<file path="config.mk">
export PLATFORM = sky130hd
export DESIGN_NAME = mc_pad_bank_ctrl
export DESIGN_NICKNAME = d
export VERILOG_FILES = /design/src/rtl/mc_pad_bank_ctrl.sv
export SDC_FILE = /design/constraint.sdc
export NUM_CORES = 1
export LEC_CHECK = 0
export CELL_PAD_IN_SITES_DETAIL_PLACEMENT = 1
export CELL_PAD_IN_SITES_GLOBAL_PLACEMENT = 1
export CORE_ASPECT_RATIO = 1.5
export CORE_MARGIN = 3
export CORE_UTILIZATION = 30
export DETAILED_ROUTE_END_ITERATION = 7
export PLACE_DENSITY_LB_ADDON = 0.1
export SLEW_MARGIN = 20
export SYNTH_ARGS = -nofsm -noshare
export SYNTH_HDL_FRONTEND = slang
export SYNTH_SLANG_ARGS = --single-unit
</file>
<file path="constraint.sdc">
create_clock -name clk_i -period 1.8 [get_ports clk_i]
set_input_delay 0.27 -clock clk_i [delete_from_list [all_inputs] [get_ports clk_i]]
set_output_delay 0.27 -clock clk_i [all_outputs]
set_load 0.05 [all_outputs]
</file>
<file path="src/rtl/mc_pad_bank_ctrl.sv">
`default_nettype none
// ============================================================================
// mc_pad_bank_ctrl : GPIO pad-bank controller (drive modes, input sync,
//                    debounce, edge interrupts with W1C status)
// Revision: 1.0
// ============================================================================
module mc_pad_bank_ctrl #(
    parameter int                     NumChannels = 16,
    parameter int                     SyncStages  = 2,
    parameter int                     DbCntWidth  = 8,
    parameter logic [NumChannels-1:0] ResetOe     = '0
) (
    input  logic                   clk_i,
    input  logic                   rst_ni,
    input  logic                   req_i,
    input  logic                   we_i,
    input  logic [2:0]             addr_i,
    input  logic [31:0]            wdata_i,
    output logic                   gnt_o,
    output logic                   rvalid_o,
    output logic [31:0]            rdata_o,
    output logic [NumChannels-1:0] pad_out_o,
    output logic [NumChannels-1:0] pad_oe_o,
    input  logic [NumChannels-1:0] pad_in_i,
    output logic                   irq_o
);

    localparam logic [2:0] c_ADDR_OUT  = 3'd0;
    localparam logic [2:0] c_ADDR_OE   = 3'd1;
    localparam logic [2:0] c_ADDR_OD   = 3'd2;
    localparam logic [2:0] c_ADDR_IN   = 3'd3;
    localparam logic [2:0] c_ADDR_RISE = 3'd4;
    localparam logic [2:0] c_ADDR_FALL = 3'd5;
    localparam logic [2:0] c_ADDR_STAT = 3'd6;
    localparam logic [2:0] c_ADDR_DEB  = 3'd7;

    logic [NumChannels-1:0] r_out, r_oe, r_od, r_rise, r_fall, r_irq_st;
    logic [DbCntWidth-1:0]  r_deb;
    logic                   r_rvalid;
    logic [31:0]            r_rdata;
    logic                   r_irq;

    logic [NumChannels-1:0] r_sync [SyncStages];
    logic [NumChannels-1:0] r_filt;
    logic [DbCntWidth-1:0]  r_cnt  [NumChannels];

    logic                   w_wr;
    logic [31:0]            w_rdata;
    logic [NumChannels-1:0] w_sync;
    logic [NumChannels-1:0] w_filt_nxt;
    logic [NumChannels-1:0] w_set;
    logic [NumChannels-1:0] w_clr;
    logic                   w_unused_wdata;

    assign w_wr           = req_i & we_i;
    assign w_sync         = r_sync[SyncStages-1];
    assign w_unused_wdata = ^wdata_i;

    always_comb begin
        w_rdata = '0;
        case (addr_i)
            c_ADDR_OUT:  w_rdata[NumChannels-1:0] = r_out;
            c_ADDR_OE:   w_rdata[NumChannels-1:0] = r_oe;
            c_ADDR_OD:   w_rdata[NumChannels-1:0] = r_od;
            c_ADDR_IN:   w_rdata[NumChannels-1:0] = r_filt;
            c_ADDR_RISE: w_rdata[NumChannels-1:0] = r_rise;
            c_ADDR_FALL: w_rdata[NumChannels-1:0] = r_fall;
            c_ADDR_STAT: w_rdata[NumChannels-1:0] = r_irq_st;
            c_ADDR_DEB:  w_rdata[DbCntWidth-1:0]  = r_deb;
            default:     w_rdata = '0;
        endcase
    end

    // Filter flips only once the synced value has disagreed for DEBOUNCE+1 edges
    always_comb begin
        w_filt_nxt = r_filt;
        for (int i = 0; i < NumChannels; i++) begin
            if ((w_sync[i] != r_filt[i]) && (r_cnt[i] == r_deb)) begin
                w_filt_nxt[i] = w_sync[i];
            end
        end
    end

    assign w_set = (w_filt_nxt & ~r_filt & r_rise) | (~w_filt_nxt & r_filt & r_fall);
    assign w_clr = (w_wr && (addr_i == c_ADDR_STAT)) ? wdata_i[NumChannels-1:0] : '0;

    always_ff @(posedge clk_i or negedge rst_ni) begin
        if (!rst_ni) begin
            r_out    <= '0;
            r_oe     <= ResetOe;
            r_od     <= '0;
            r_rise   <= '0;
            r_fall   <= '0;
            r_irq_st <= '0;
            r_deb    <= '0;
            r_rvalid <= 1'b0;
            r_rdata  <= '0;
            r_irq    <= 1'b0;
        end else begin
            if (w_wr) begin
                case (addr_i)
                    c_ADDR_OUT:  r_out  <= wdata_i[NumChannels-1:0];
                    c_ADDR_OE:   r_oe   <= wdata_i[NumChannels-1:0];
                    c_ADDR_OD:   r_od   <= wdata_i[NumChannels-1:0];
                    c_ADDR_RISE: r_rise <= wdata_i[NumChannels-1:0];
                    c_ADDR_FALL: r_fall <= wdata_i[NumChannels-1:0];
                    c_ADDR_DEB:  r_deb  <= wdata_i[DbCntWidth-1:0];
                    default:     ;
                endcase
            end
            // A new edge event beats a same-cycle W1C on the same bit
            r_irq_st <= (r_irq_st & ~w_clr) | w_set;
            r_irq    <= |(r_irq_st & (r_rise | r_fall));
            r_rvalid <= req_i;
            r_rdata  <= req_i ? w_rdata : '0;
        end
    end

    always_ff @(posedge clk_i or negedge rst_ni) begin
        if (!rst_ni) begin
            for (int s = 0; s < SyncStages; s++) begin
                r_sync[s] <= '0;
            end
            for (int i = 0; i < NumChannels; i++) begin
                r_cnt[i] <= '0;
            end
            r_filt <= '0;
        end else begin
            r_sync[0] <= pad_in_i;
            for (int s = 1; s < SyncStages; s++) begin
                r_sync[s] <= r_sync[s-1];
            end
            for (int i = 0; i < NumChannels; i++) begin
                if (w_sync[i] == r_filt[i]) begin
                    r_cnt[i] <= '0;
                end else if (r_cnt[i] == r_deb) begin
                    r_cnt[i] <= '0;
                end else begin
                    r_cnt[i] <= r_cnt[i] + DbCntWidth'(1);
                end
            end
            r_filt <= w_filt_nxt;
        end
    end

    assign gnt_o     = 1'b1;
    assign rvalid_o  = r_rvalid;
    assign rdata_o   = r_rdata;
    assign irq_o     = r_irq;
    assign pad_out_o = r_out & ~r_od;
    assign pad_oe_o  = r_oe & ~(r_od & r_out);

endmodule
`default_nettype wire
</file>
-- Word-level counts from Yosys, hierarchy flattened
Index checks and enable logic that the tools add are counted.
- bits in latches: 0
- input port bits: 55
- logic and storage cells: 195
- memories: 0
- flip-flop bits (word level): 298
- bits in writable memories: 0
- bits in read-only memories: 0
- eq/ne operators: 55
- muxes and demuxes: 52
- divide/modulo/power cells: 0
- multiply operators: 0
- reductions and logical operators: 25
- bitwise operators: 18
- $lt $le $gt $ge: 0
- $add $sub $neg: 16
- shift-type cells: 0
- operators by type and width (kind ; number):
    8-bit 2-to-1 mux ; 32
    16-bit AND ; 9
    8-bit by 1-bit adder with 8-bit output (second input constant) ; 16
    8-bit equality test ; 16
    16-bit inverter ; 5
    8-bit one-hot mux with 8 select lines ; 1
    8-bit one-hot mux with 7 select lines ; 1
    16-bit OR ; 3
    16-bit 2-to-1 mux ; 2
    1-bit logical AND ; 17
    1-bit equality test ; 16
    1-bit 2-to-1 mux ; 16
    1-bit inequality test ; 16
    16-bit OR reduction ; 1
    3-bit equality test (second input constant) ; 4
    2-bit AND reduction ; 6
    3-bit by 2-bit equality test with 1-bit output (second input constant) ; 2
    3-bit by 1-bit equality test with 1-bit output (second input constant) ; 1
    3-bit logical NOT ; 1
    1-bit AND ; 1

-- Longest topological paths before layout
Gate-level depths: netlist of run 1.
- word-level depth: 8
- mapped depth: 8
- mapped depth without buffers: 5

-- Worst setup path before layout of run 1
No wires, ideal clock.
- path kind: register to output
- from: register r_od[11]
- to: output pad_oe_o[11]
- cell stages (with the launch flop): 2
- path slack: -0.001 ns
- arrival time: 1.531 ns
- required time: 1.530 ns
- path buffers: 0
- path through: dfrtp_1 -> a21boi_0
- word-level cells in the longest chain between the ends: 3
- ends and longest elaborated chain (element ; RTL line ; text):
    start, declared ; 37 ; logic [NumChannels-1:0] r_out, r_oe, r_od, r_rise, r_fall, r_irq_st;
    start signal, assigned ; 104 ; c_ADDR_OD: r_od <= wdata_i[NumChannels-1:0];
    16-bit AND ; 151 ; assign pad_oe_o = r_oe & ~(r_od & r_out);
    16-bit inverter ; 151 ;
    16-bit AND ; 151 ;
    end, declared ; 23 ; output logic [NumChannels-1:0] pad_oe_o,
No other way between the ends.

-- Worst setup path after layout of run 1
- from: register r_deb[4]
- to: register r_filt[10]
- word-level cells in the longest chain between the ends: 3
- ends and longest elaborated chain (element ; RTL line ; text):
    start, declared ; 38 ; logic [DbCntWidth-1:0] r_deb;
    start signal, assigned ; 107 ; c_ADDR_DEB: r_deb <= wdata_i[DbCntWidth-1:0];
    8-bit equality test ; 78 ; if ((w_sync[i] != r_filt[i]) && (r_cnt[i] == r_deb)) begin
    1-bit logical AND ; 78 ;
    1-bit 2-to-1 mux ; 78 ;
    named net w_filt_nxt[10] ; 50 ; logic [NumChannels-1:0] w_filt_nxt;
    end signal, assigned ; 142 ; r_filt <= w_filt_nxt;
    end, declared ; 44 ; logic [NumChannels-1:0] r_filt;
The timed path passes the listed nets, and every way through them passes these cells.
A chain may end at the register's enable or synchronous reset.

==> metrics, run 1 <==
count leader, synth dfrtp_1; max FFs per register 128; share of the synthesized area in the top cell type 0.504; Routed WL per cell about 20 µm; H-tree levels 2; Commonest cells post-synth dfrtp_1 (298), xor2_1 (159), nor2_1 (155); I/O Buffers between 80 and 90; fin. max-slew vios 0; Clock Latency Late Sink between 0.5 and 0.6 ns; hold_ws roughly 0.18 ns; hold crit path type input pin to register; met2 wire length 23.7 mm; initial cell density of the core 0.304; FILL cells around 5200; R2R setup slack 0.04 ns; EDFF count, synth 0; I/O pin count roughly 120; Final Hold Fails 0; layout cells sized above 1 0.256; Tmin final around 1.8 ns; Setup crit end kind register; first-pass GRT wire length a little over 70 mm; Slowest cell on crit path dfrtp_2; # DRC 0; Worst EP required about 2.2 ns; clk root buf clkbuf_16; Die X between 150 and 200 µm; vias in the first global route roughly 12000; Max Fclk between 500 and 600 MHz; Worst-path clk slew 0.06 ns; initial antenna violation count 1; RSZ-0062 raised after global routing yes; Async S/R FF share, synth 1.00; vias per cell between 4 and 5; # rows a little under 100; fin cells 2244; pwr dens between 1000 and 1500 nW/µm²; 1st-iter DRT viols 449; Clock power frac 0.287; post-synthesis cell type count 50; crit path kind register to register; Layout Utilization 0.393; CP Max Fanout 6; CTS Buffer Depth 3; Cells after Synth ~1300; pin count of the biggest net entering global routing 64; ANT nets after route 0; switching share of power 0.352; Final setup violation count 0; HPWL after DPL roughly 33 mm; Leak Pwr a little under 9 nW; Layout area overhead 29.2%; routed wl met3 approximately 1.5 mm; Synth area leader dfrtp_1; Switch Pwr a little under 9 mW; CTS sink cnt 298; combinational fraction of design power 0.336; CTS tree done; Sequential Power Share 0.377; Critical Path Source Type register; drt total wl 45.4 mm; clock skew about 0.015 ns; fin crit share 0.980; setup TNS 0 ns; Die Span Y 278 µm; Post-Syn Area per Cell 11.2 µm²; Final #Nets 1634; Cell Area, Synth roughly 15000 µm²; routability cong. 0.787; DR pass1 iterations 5; Worst EP arrival about 2.2 ns; Vias 10800; GR Overflow Total 0; Int Pwr ~16 mW; IR drop worst, VDD around 0.00055 V; main area contributors after synthesis dfrtp_1 (50%), xor2_1 (9.4%), mux2_2 (6.5%); Cells after DPL 2174; GR Util All Layers 0.176; largest reg by FF count r_cnt; CTS Buf Count 35; M1 WL 19.3 mm; post-synthesis sequential area ratio 0.504; uppermost routed layer met4; CORE AREA around 49000 µm²; Max Cap Violations 0; Most used DFF post-synth dfrtp_1; post-synthesis register bit count about 300; YS warnings 0; Die ar. between 50000 and 60000 µm²; crit-path max cell delay roughly 0.45 ns; crit-path cells buf_12 > xor2_1 > nor4_2 > buf_4 > nand2_1 > mux2_1; status complete, no violations
-- final cells by class --
class                      count  area, µm²  area share
sequential                   298       7460       0.390
multi-input combinational    967       7130       0.373
timing repair buffer         242       2490       0.130
clock buffer                  50       1040      0.0546
tap                          656        821      0.0429
clock inverter                11        111     0.00582
inverter                      19       71.3     0.00373
antenna                        1       2.50    0.000131
-- power groups by stage --
stage          Combinational (mW)  Clock (mW)  Sequential, mW
4_1_cts                      8.37        7.49            9.46
2_1_floorplan                4.70           0            9.23
3_3_place_gp                 8.16           0            9.55
6_report                     8.44        7.22            9.46
3_5_place_dp                 8.29           0            9.56
5_1_grt                      9.23        7.75            9.68
-- worst max-delay path, delay by kind of cell (launching register included) --
family                    cells  cell delay (ns)
xor gates and xnor gates      1             0.16
muxes                         1             0.34
DFF                           1             0.45
buffers and inverters         2             0.32
and+or+nand+nor               2             0.36
-- cells in the final DEF (no fill, tap or decap), drive strengths merged, types with 14 or more instances in the layout --
master           n
nand3           86
mux2i           22
nand4           22
clkbuf          50
inv             19
conb            17
o2bb2ai         14
a22o            18
mux2           109
clkdlybuf4s50   35
dfrtp          298
a21boi          16
ha              16
xnor2           81
nor2           158
nand2           51
nor4            16
and3            40
buf            200
xor2           159
o21ai           47
nor2b           21
-- worst paths after layout --
| path | startpoint | end | cells past startpoint |
|---|---|---|---|
| min in group asynchronous | rst_ni | r_cnt[88] | 2 |
| max reg2reg | r_deb[4] | r_filt[10] | 6 |
| min reg2reg | r_sync[22] | w_sync[6] | 0 |
| min | pad_in_i[13] | r_sync[29] | 1 |
| max | r_deb[4] | r_filt[10] | 6 |
| max in group asynchronous | rst_ni | r_sync[22] | 3 |
-- repair_timing --
item                                    4_1_cts  5_1_grt
gates resized for setup                      23       39
pin swaps                                     0       11
hold buffers                                  1        0
endpoints found under the setup margin       26       37
endpoints found under the hold margin        40        0
setup buffers                                 0        7
cloned                                        0        0
-- kinds of logic after synthesis --
logic type | count (synthesis) | synth area share
flip-flops | 298 | 0.504
adder cells (fa/ha/maj) | 16 | 0.0135
multiplexers | 133 | 0.103
AND/OR/NAND/NOR | 421 | 0.140
other | 2 | 0.000507
XOR/XNOR | 240 | 0.142
AO/OA/AOI/OAI | 140 | 0.0668
buffers and inverters | 76 | 0.0303
-- through the flow --
step / total power, mW / instance area (µm²) / setup slack (ns)
3_3_place_gp: 17.7 / 17700 / -0.188
2_1_floorplan: 13.9 / 14900 / 0.00202
6_report: 25.1 / 19100 / 0.0361
5_1_grt: 26.7 / 19100 / -0.0629
3_5_place_dp: 17.9 / 17700 / -0.201
4_1_cts: 25.3 / 18900 / 0.00981
-- per-layer routing --
layer	vias to the layer above	track usage
li1	5016	-
met1	5530	0.219
met2	154	0.323
met3	56	0.0224
met4	0	0.0418
met5	-	0
No activity file was read; power rests on OpenSTA's default activity.
==> run 2, diff against run 1 <==
--- a/config.mk
+++ b/config.mk
@@ -11,7 +11,7 @@
 export CORE_MARGIN = 3
 export CORE_UTILIZATION = 30
 export DETAILED_ROUTE_END_ITERATION = 7
-export PLACE_DENSITY_LB_ADDON = 0.1
+export PLACE_DENSITY = 0.67
 export SLEW_MARGIN = 20
 export SYNTH_ARGS = -nofsm -noshare
 export SYNTH_HDL_FRONTEND = slang
==> metrics, run 2 (synthesis gave the netlist of run 1 again) <==
# rows 99 (unchanged); crit-path max cell delay 0.46 ns (was 0.45 ns); CP top delay family flip-flops (unchanged); Vias 10900 (was 10800); pin count of the biggest net entering global routing 48 (was 64); H-tree levels 1 (was 2); DR pass1 iterations 4 (was 5); RSZ-0062 raised after global routing yes (unchanged); max_slew headroom 0.653; commonest non-fill, non-tap cell in the layout dfrtp_1 (unchanged); hold worst-path end r_sync[31] (was r_sync[29]); Worst R2R Path Depth 6 (unchanged); max FFs per register 128 (unchanged); crit-path cells buf_8 > xor2_1 > nor4_2 > buf_4 > nand2_2 > mux2_1 (was buf_12 > xor2_1 > nor4_2 > buf_4 > nand2_1 > mux2_1); ANT nets after route 0 (unchanged); Buf/Inv on CP 2 (unchanged); IR drop worst, VDD 0.000636 V (was 0.000545 V); Layout area overhead 28.1% (was 29.2%); R2R setup slack -0.01 ns (was 0.04 ns); Die X 187 µm (unchanged); I/O Buffers 88 (unchanged); vias in the first global route 12300 (was 12000); Routed WL per cell 20.5 µm (was 20.2 µm); routability cong. 0.847 (was 0.787); Max Cap Violations 0 (unchanged); Worst-path clk slew 0.07 ns (was 0.06 ns); hold_sp pad_in_i[15] (was pad_in_i[13]); Slew @ Worst Pin ~0.52 ns; Slowest cell on crit path dfrtp_2 (unchanged); Critical Path Source Type register (unchanged); I/O pin count 122 (unchanged); fin. max-slew vios 0 (unchanged); CTS tree done (unchanged); initial antenna violation count 1 (unchanged); setup TNS -0.0220 ns (was 0 ns); largest reg by FF count r_cnt (unchanged); Clock Latency Late Sink 0.58 ns (was 0.53 ns); Setup crit end kind register (unchanged); Die Span Y 278 µm (unchanged); Final setup violation count 3 (was 0); Leak Pwr 8.49 nW (was 8.64 nW); CTS Buf Count 31 (was 35); first-pass GRT wire length 71.3 mm (was 71.6 mm); crit path kind register to register (unchanged); status finished with violations (was complete, no violations); layout cells sized above 1 0.265 (was 0.256); Worst EP required 2.26 ns (was 2.20 ns); clk root buf clkbuf_16 (unchanged); HPWL after DPL 32.7 mm (was 33.2 mm); WHS Path Cells 1 (unchanged); CP Max Fanout 5 (was 6); Final #Nets 1611 (was 1634); fin crit share 1.01 (was 0.980); pwr dens 1300 nW/µm² (was 1310 nW/µm²); Tmin final 1.81 ns (was 1.76 ns); 1st-iter DRT viols 465 (was 449); violated checks negative setup slack; commonest non-fill, non-tap cells in the layout dfrtp_1 (292), xor2_1 (159), nor2_1 (149) (was dfrtp_1 (297), xor2_1 (158), nor2_1 (149)); vias per cell 4.91 (was 4.79); # DRC 0 (unchanged); Worst EP arrival 2.27 ns (was 2.17 ns); hold crit path type input pin to register (unchanged); PnR Total Power 24.7 mW (was 25.1 mW); GR Util All Layers 0.174 (was 0.176); Final Hold Fails 0 (unchanged); reg2reg end r_filt[10] (unchanged); GR Overflow Total 0 (unchanged); drt total wl 45.4 mm (about the same); CTS sink cnt 298 (unchanged); RR Startpoint r_deb[5] (was r_deb[4]); CTS Buffer Depth 3 (unchanged); Max Fclk 552 MHz (was 567 MHz); clock skew 0.0113 ns (was 0.0152 ns); CORE AREA 48700 µm² (unchanged); post-route setup slack -0.0104 ns (was 0.0361 ns); Die ar. 52100 µm² (unchanged); initial cell density of the core 0.304 (unchanged)
[run 2: worst max path at each step]
| stage | from | end | depth (start not counted) |
|---|---|---|---|
| after floorplan | r_od[12] | pad_oe_o[12] | 1 |
| after global placement | we_i | r_od[2] | 5 |
| final | r_deb[5] | r_filt[10] | 6 |
| after CTS | r_od[7] | pad_oe_o[7] | 3 |
| after global routing | r_deb[5] | r_filt[7] | 5 |
| after detailed placement | we_i | r_oe[12] | 5 |
[run 2: layout make-up]
type	instances	area (µm²)
inverters	19	71.3
well taps	656	821
multi-input cells	967	7200
fillers	5288	29700
flip-flops and latches	298	7460
clock inverters	20	209
repair buffers	223	2360
diodes	1	2.50
clock buffers	36	835
[run 2: report_power, final]
| part | leakage [nW] | internal (mW) | switching, mW | total, mW |
|---|---|---|---|---|
| sequential | 3.81 | 7.96 | 1.67 | 9.63 |
| combinational | 4.15 | 3.96 | 4.45 | 8.40 |
| clock | 0.524 | 3.87 | 2.83 | 6.70 |
[run 2: through the flow]
stage / utilization / setup WS [ns] / std cells / hold slack [ns] / cell area, µm²
final: 0.390 / -0.0104 / 2220 / 0.129 / 19000
after global routing: 0.389 / -0.0927 / 2219 / 0.123 / 19000
after CTS: 0.385 / -0.0831 / 2212 / 0.101 / 18700
after detailed placement: 0.360 / -0.207 / 2154 / 0.244 / 17500
after global placement: 0.360 / -0.188 / 2154 / 0.244 / 17500
after floorplan: - / 0.00202 / 1341 / -0.0256 / 14900
[run 2: repair_timing]
item	in CTS	in global routing
gates resized for setup	44	48
setup endpoints to repair	38	53
pin swaps	2	22
hold buffers	1	0
buffers inserted	1	8
hold endpoints to repair	37	0
[run 2: layer usage]
layer	part of all wire	global-route usage
met5	0	0
met4	0.035	0.0631
met3	0.042	0.0261
met2	0.52	0.314
met1	0.41	0.209
==> run 3, diff against run 2 <==
--- a/config.mk
+++ b/config.mk
@@ -5,6 +5,8 @@
 export SDC_FILE = /design/constraint.sdc
 export NUM_CORES = 1
 export LEC_CHECK = 0
+export ABC_AREA = 0
+export ABC_CLOCK_PERIOD_IN_PS = 1800
 export CELL_PAD_IN_SITES_DETAIL_PLACEMENT = 1
 export CELL_PAD_IN_SITES_GLOBAL_PLACEMENT = 1
 export CORE_ASPECT_RATIO = 1.5
==> results of run 3 <==
The final DEF is identical to that of run 2; final timing and power are the same.
